**src/rtl/friscv_uc_if.sv**
```systemverilog
// Handshake and status bundle between the FRISCV control unit and its surroundings.
// The master side drives commands and sensor results; the slave side is the control unit.
interface friscv_uc_if;
  logic       iniciar;
  logic       cancelar;
  logic       copo_posicionado;
  logic       fim_medida;
  logic       inicia_medida;
  logic       bomba;
  logic       pronto;
  logic       erro;
  logic [3:0] db_estado;

  modport master (
    output iniciar, cancelar, copo_posicionado, fim_medida,
    input  inicia_medida, bomba, pronto, erro, db_estado
  );

  modport slave (
    input  iniciar, cancelar, copo_posicionado, fim_medida,
    output inicia_medida, bomba, pronto, erro, db_estado
  );
endinterface

```
**src/rtl/friscv_uc.sv**
```systemverilog
// FRISCV dispenser control unit: paces distance measurements, confirms the cup with
// consecutive positive readings and runs the pump for a fixed total fill time.
module friscv_uc #(
  parameter int T_INTERVALO = 5_000_000,
  parameter int T_ENCHE     = 250_000_000,
  parameter int T_TIMEOUT   = 2_500_000,
  parameter int N_CONFIRMA  = 3
) (
  input logic        clock,
  input logic        reset,
  friscv_uc_if.slave bus
);

  localparam int INT_W  = $clog2(T_INTERVALO + 1);
  localparam int FILL_W = $clog2(T_ENCHE + 1);
  localparam int TMO_W  = $clog2(T_TIMEOUT + 1);
  localparam int CONF_W = $clog2(N_CONFIRMA + 1);

  typedef enum logic [3:0] {
    INICIAL   = 4'd0,
    MEDE      = 4'd1,
    AGUARDA   = 4'd2,
    AVALIA    = 4'd3,
    INTERVALO = 4'd4,
    FIM       = 4'd5,
    ERRO      = 4'd6
  } state_t;

  state_t              state, next_state;
  logic [INT_W-1:0]    int_cnt;
  logic [FILL_W-1:0]   fill_cnt;
  logic [TMO_W-1:0]    tmo_cnt;
  logic [CONF_W-1:0]   conf_cnt;
  logic [CONF_W-1:0]   conf_inc;
  logic                enche;
  logic                pumping;
  logic                fill_done;
  logic                tmo_done;
  logic                int_done;

  assign pumping   = enche && (state inside {MEDE, AGUARDA, AVALIA, INTERVALO});
  assign fill_done = pumping && (fill_cnt == FILL_W'(T_ENCHE - 1));
  assign tmo_done  = (state == AGUARDA) && (tmo_cnt == TMO_W'(T_TIMEOUT - 1));
  assign int_done  = (state == INTERVALO) && (int_cnt == INT_W'(T_INTERVALO - 1));
  assign conf_inc  = (conf_cnt == CONF_W'(N_CONFIRMA)) ? conf_cnt : conf_cnt + 1'b1;

  // NOTE: sequential state uses non-blocking assignments so every register samples
  // the same pre-edge values regardless of statement order.
  always_ff @(posedge clock or negedge reset) begin
    if (!reset) state <= INICIAL;
    else        state <= next_state;
  end

  // NOTE: next_state gets its default before any branch, so no path infers a latch.
  always_comb begin
    next_state = state;
    if (bus.cancelar) begin
      next_state = INICIAL;
    end else if (fill_done) begin
      next_state = FIM;
    end else begin
      unique case (state)
        INICIAL:   if (bus.iniciar) next_state = MEDE;
        MEDE:      next_state = AGUARDA;
        AGUARDA: begin
          if (tmo_done)            next_state = ERRO;
          else if (bus.fim_medida) next_state = AVALIA;
        end
        AVALIA:    next_state = INTERVALO;
        INTERVALO: if (int_done) next_state = MEDE;
        FIM, ERRO: if (bus.iniciar) next_state = MEDE;
        default:   next_state = INICIAL;
      endcase
    end
  end

  // Timers restart from zero every time their state is entered; each exits before
  // reaching its parameter value, so none can wrap.
  always_ff @(posedge clock or negedge reset) begin
    if (!reset) begin
      tmo_cnt <= '0;
      int_cnt <= '0;
    end else begin
      tmo_cnt <= (state == AGUARDA)   ? tmo_cnt + 1'b1 : '0;
      int_cnt <= (state == INTERVALO) ? int_cnt + 1'b1 : '0;
    end
  end

  // Fill progress survives cup removal; only idle, done and error states reset it.
  always_ff @(posedge clock or negedge reset) begin
    if (!reset) begin
      fill_cnt <= '0;
      conf_cnt <= '0;
      enche    <= 1'b0;
    end else if (state inside {INICIAL, FIM, ERRO}) begin
      fill_cnt <= '0;
      conf_cnt <= '0;
      enche    <= 1'b0;
    end else begin
      if (pumping) fill_cnt <= fill_cnt + 1'b1;
      if (state == AVALIA) begin
        if (bus.copo_posicionado) begin
          conf_cnt <= conf_inc;
          if (conf_inc == CONF_W'(N_CONFIRMA)) enche <= 1'b1;
        end else begin
          conf_cnt <= '0;
          enche    <= 1'b0;
        end
      end
    end
  end

  assign bus.inicia_medida = (state == MEDE);
  assign bus.bomba         = pumping;
  assign bus.pronto        = (state == FIM);
  assign bus.erro          = (state == ERRO);
  assign bus.db_estado     = state;

endmodule

```
**src/flat_wrapper.sv**
```systemverilog
// flat-port wrapper written by rule: the top's interface ports become plain ports
module friscv_uc_flat 
#(
  parameter int T_INTERVALO = 5_000_000,
  parameter int T_ENCHE     = 250_000_000,
  parameter int T_TIMEOUT   = 2_500_000,
  parameter int N_CONFIRMA  = 3
)
  (clock, reset, bus_iniciar, bus_cancelar, bus_copo_posicionado, bus_fim_medida, bus_inicia_medida, bus_bomba, bus_pronto, bus_erro, bus_db_estado);
  friscv_uc_if bus_i ();
  input logic clock;
  input logic reset;
  input wire logic [$bits(bus_i.iniciar)-1:0] bus_iniciar;
  input wire logic [$bits(bus_i.cancelar)-1:0] bus_cancelar;
  input wire logic [$bits(bus_i.copo_posicionado)-1:0] bus_copo_posicionado;
  input wire logic [$bits(bus_i.fim_medida)-1:0] bus_fim_medida;
  output wire logic [$bits(bus_i.inicia_medida)-1:0] bus_inicia_medida;
  output wire logic [$bits(bus_i.bomba)-1:0] bus_bomba;
  output wire logic [$bits(bus_i.pronto)-1:0] bus_pronto;
  output wire logic [$bits(bus_i.erro)-1:0] bus_erro;
  output wire logic [$bits(bus_i.db_estado)-1:0] bus_db_estado;
  assign bus_i.iniciar = bus_iniciar;
  assign bus_i.cancelar = bus_cancelar;
  assign bus_i.copo_posicionado = bus_copo_posicionado;
  assign bus_i.fim_medida = bus_fim_medida;
  assign bus_inicia_medida = bus_i.inicia_medida;
  assign bus_bomba = bus_i.bomba;
  assign bus_pronto = bus_i.pronto;
  assign bus_erro = bus_i.erro;
  assign bus_db_estado = bus_i.db_estado;
  friscv_uc #(.T_INTERVALO(T_INTERVALO), .T_ENCHE(T_ENCHE), .T_TIMEOUT(T_TIMEOUT), .N_CONFIRMA(N_CONFIRMA)) u_core (.clock(clock), .reset(reset), .bus(bus_i));
endmodule
```
**config.mk**
```make
export PLATFORM = sky130hd
export DESIGN_NAME = friscv_uc_flat
export DESIGN_NICKNAME = d
export VERILOG_FILES = /design/src/rtl/friscv_uc_if.sv /design/src/rtl/friscv_uc.sv /design/src/flat_wrapper.sv
export SDC_FILE = /design/constraint.sdc
export NUM_CORES = 1
export LEC_CHECK = 0
export BUFFER_PORTS_ARGS = -buffer_cell sky130_fd_sc_hd__buf_2
export CORE_MARGIN = 4
export CORE_UTILIZATION = 62
export DETAILED_ROUTE_END_ITERATION = 10
export GPL_TIMING_DRIVEN = 0
export PLACE_DENSITY = 0.8
export SYNTH_ARGS = -nofsm -noshare
export SYNTH_HDL_FRONTEND = slang
export SYNTH_SLANG_ARGS = --single-unit
```
**constraint.sdc**
```tcl
create_clock -name clock -period 3 [get_ports clock]
set_input_delay 0.15 -clock clock [delete_from_list [all_inputs] [get_ports clock]]
set_output_delay 0.15 -clock clock [all_outputs]
set_load 0.1 [all_outputs]
```
==> key figures <==
Final layout
  • Final instance area: 4620 sq um
  • P&R area growth vs syn: 8.91%
  • Nets: 490
  • Layout cells sized above 1: 10.1%
  • ANT cells: 0
  • Multi-input gate area in the final layout: 2120 sq um
  • Fillers: 495
  • Commonest cells after routing, fill and taps aside: dfrtp_1 (79), nor2_1 (60), nand2_1 (31)
  • Commonest non-fill, non-tap cell in the layout: dfrtp_1
  • Register area: 1980 sq um

Routing
  • Routed WL: 8710 microns
  • Starting DRT DRC Count: 168
  • DR vias/cell: 6.02
  • Number of remaining DRC errors: 0
  • WL/cell: 15.5 microns
  • First drt pass iteration count: 6
  • Vias: 3,381
  • ANT nets after route: 0

Worst setup path
  • R2R setup slack: 390 ps
  • CP Max Fanout: 6
  • Max incr delay on CP: 650 ps
  • Slowest-stage cell, CP: nor3b_1
  • Crit. End Element: output pin
  • Worst Setup Start Kind: flip-flop
  • Worst setup path start: u_core.bus.db_estado[2]$_DFFE_PN0P_
  • Worst r2r src: u_core.bus.db_estado[2]$_DFFE_PN0P_
  • Crit Path Category: flip-flop to output pin
  • CP required: 2850 ps
  • Cells along the critical path: nor3b_1, o21ai_0, inv_1, buf_2
  • Worst reg-to-reg path cell count: 6
  • Critical path arrival: 2460 ps
  • Worst r2r dst: u_core.fill_cnt[5]$_DFFE_PN0P_

STA
  • Finish-stage setup viols: 0
  • Final min period: 2610 ps
  • WHS: 91.4 ps
  • FMAX: 383 MHz
  • Count of final max-slew check failures: 0
  • RSZ-0062 raised after global routing: no
  • Slew Limit Headroom: 50.8%
  • TNS Setup: 0 ps
  • Final hold viol count: 0
  • Final period util: 87.1%
  • Final Skew: 16.1 ps
  • Worst-margin pin slew: 737 ps

Die
  • I/O pin count: 14
  • Die Ht: 90.7 microns
  • Initial Util: 65.3%
  • Die Wd: 90.7 microns
  • Rows: 29
  • Die Area: 8230 sq um
  • Core Box Area: 6490 sq um

Pwr
  • Worst vdd ir: 0.000329 V
  • Pwr Density: 562 nW/um^2
  • LEAKAGE: 1.82 nW

Synthesis
  • Top cells by area, synth: dfrtp_1 (47%), xnor2_1 (5.4%), nor2_1 (5.3%), xor2_1 (4.3%), nand3_1 (3.4%)
  • Syn_area_per_cell: 9.34 sq um
  • Share of the synthesized area in the top cell type: 46.6%
  • Yosys cell types: 54
  • Post-Syn Area: 4240 sq um
  • Syn Nets: 464
  • Post-Synthesis Cells: 454
  • Sequential share of the synthesized area: 46.6%
  • Cell taking the most area after synthesis: dfrtp_1
  • Post-synthesis register bit count: 79
  • YS warnings: 0

GRT
  • Number of global-route vias before repair: 3,191
  • First-pass GRT wire length: 15,000 microns
  • Grt ovf: 0
  • Total Routing Usage GR: 22.1%
  • Largest net degree at the start of global routing: 43
  • Initial antenna violation count: 0

Status
  • Status: complete, no violations

Clock network
  • CTS clk-pin slew, worst paths: 80 ps
  • Post-CTS Resized: 0
  • Clk Latency, worst-skew pair: 350 ps
  • Post-CTS setup buffer count: 0
  • CTS max path bufs: 2
  • CTS tree: yes
  • Cts bufs inserted: 9
  • CTS Hold Bufs: 2
  • H-tree depth: 3
  • Sinks on the clock net: 79
  • Root Driver: clkbuf_8

Job
  • Max_cap viols: 0

Placed design
  • Post-DP Area: 4420 sq um
  • DPL Wire Length: 6160 microns
  • Gpl congestion: 0.827
  • I/O Buffers: 12

Min path
  • Hold Path Depth: 3
  • WHS Endpoint: u_core.conf_cnt[0]$_DFFE_PN0P_
  • Hold Path Class: input port to flip-flop
  • Hold_sp: bus_copo_posicionado
-- synthesized netlist by cell type, drive strengths merged --
cell / number
dfrtp: 79
nor2: 60
nand2: 31
nand3: 29
a21oi: 27
xnor2: 26
xor2: 21
nor3: 17
nand4: 15
o21ai: 15
or3: 15
inv: 13
clkbuf: 12
and3: 11
nor4: 11
o31ai: 10
or4: 9
and4: 6
nor4b: 6
nand2b: 5
buf: 4
a211oi: 3
and2: 3
ha: 3
nor4bb: 2
o21a: 2
o21ba: 2
or2b: 2
a21o: 1
a31oi: 1
a41o: 1
conb: 1
fa: 1
mux2i: 1
nand3b: 1
nor2b: 1
nor3b: 1
o2111ai: 1
o21bai: 1
o311a: 1
o31a: 1
o41a: 1
or2: 1
-- per-layer routing --
metal | vias up | routed length (microns) | global-route usage (%)
met1 | 1642 | 4140 | 30.0
met4 | 0 | 87 | 6.51
li1 | 1672 | - | -
met2 | 60 | 4200 | 35.8
met3 | 7 | 278 | 4.58
met5 | - | 0 | 0
-- stage by stage --
| stage | power (mW) | std cells | utilization (%) | worst slack [ps] |
|---|---|---|---|---|
| 2_1_floorplan | 1.74 | 454 | - | 184 |
| 3_3_place_gp | 1.89 | 543 | 67.8 | 437 |
| 3_5_place_dp | 1.91 | 544 | 68.1 | 443 |
| 4_1_cts | 2.61 | 562 | 71.1 | 397 |
| 5_1_grt | 2.74 | 562 | 71.1 | 223 |
| 6_report | 2.59 | 562 | 71.1 | 387 |
-- registers in the layout, indices dropped and copies added (netlist names) --
register	cells
u_core.bus.db_estado	3
u_core.conf_cnt	2
u_core.int_cnt	23
u_core.tmo_cnt	22
u_core.enche	1
u_core.fill_cnt	28
-- logic make-up (layout without fill, tap and decap cells) --
kind of cell	count (synthesis)	after routing	synth area share [%]
fa+ha+maj	4	4	1.36
flops	79	79	46.6
buf+inv	29	60	3.51
xor+xnor	47	47	9.71
other cells	1	1	0.0884
simple gates	226	226	28.7
compound gates	67	67	9.83
mux	1	1	0.236
-- area by class of cell --
type                            instances  area share, %
Clock buffer                           10           2.98
Buffer                                 16           2.17
Inverter                               13           1.06
Sequential cell                        79           42.8
Clock inverter                          6          0.786
Tap cell                               77           2.09
Timing Repair Buffer                   15           2.22
Multi-Input combinational cell        346           45.9
-- critical path, delay by kind of cell, from the launching register on --
kind	cells	cell delay [ps]
buf+inv	2	680
simple gates	1	650
flops	1	460
compound gates	1	340
-- where the power goes --
part | leakage [nW] | internal [mW] | switching (mW)
clock | 0.0918 | 0.319 | 0.390
combinational | 0.627 | 0.212 | 0.532
sequential | 1.10 | 1.10 | 0.0376
total | 1.82 | 1.63 | 0.960
-- worst max path at each step --
stage | to | cells after the start
finish | bus_bomba | 4
floorplan | u_core.fill_cnt[2]$_DFFE_PN0P_ | 6
global route | bus_bomba | 4
CTS | bus_bomba | 4
global placement | u_core.fill_cnt[27]$_DFFE_PN0P_ | 6
detailed placement | u_core.fill_cnt[27]$_DFFE_PN0P_ | 6
Note: power is estimated with default switching activity, not from simulation.
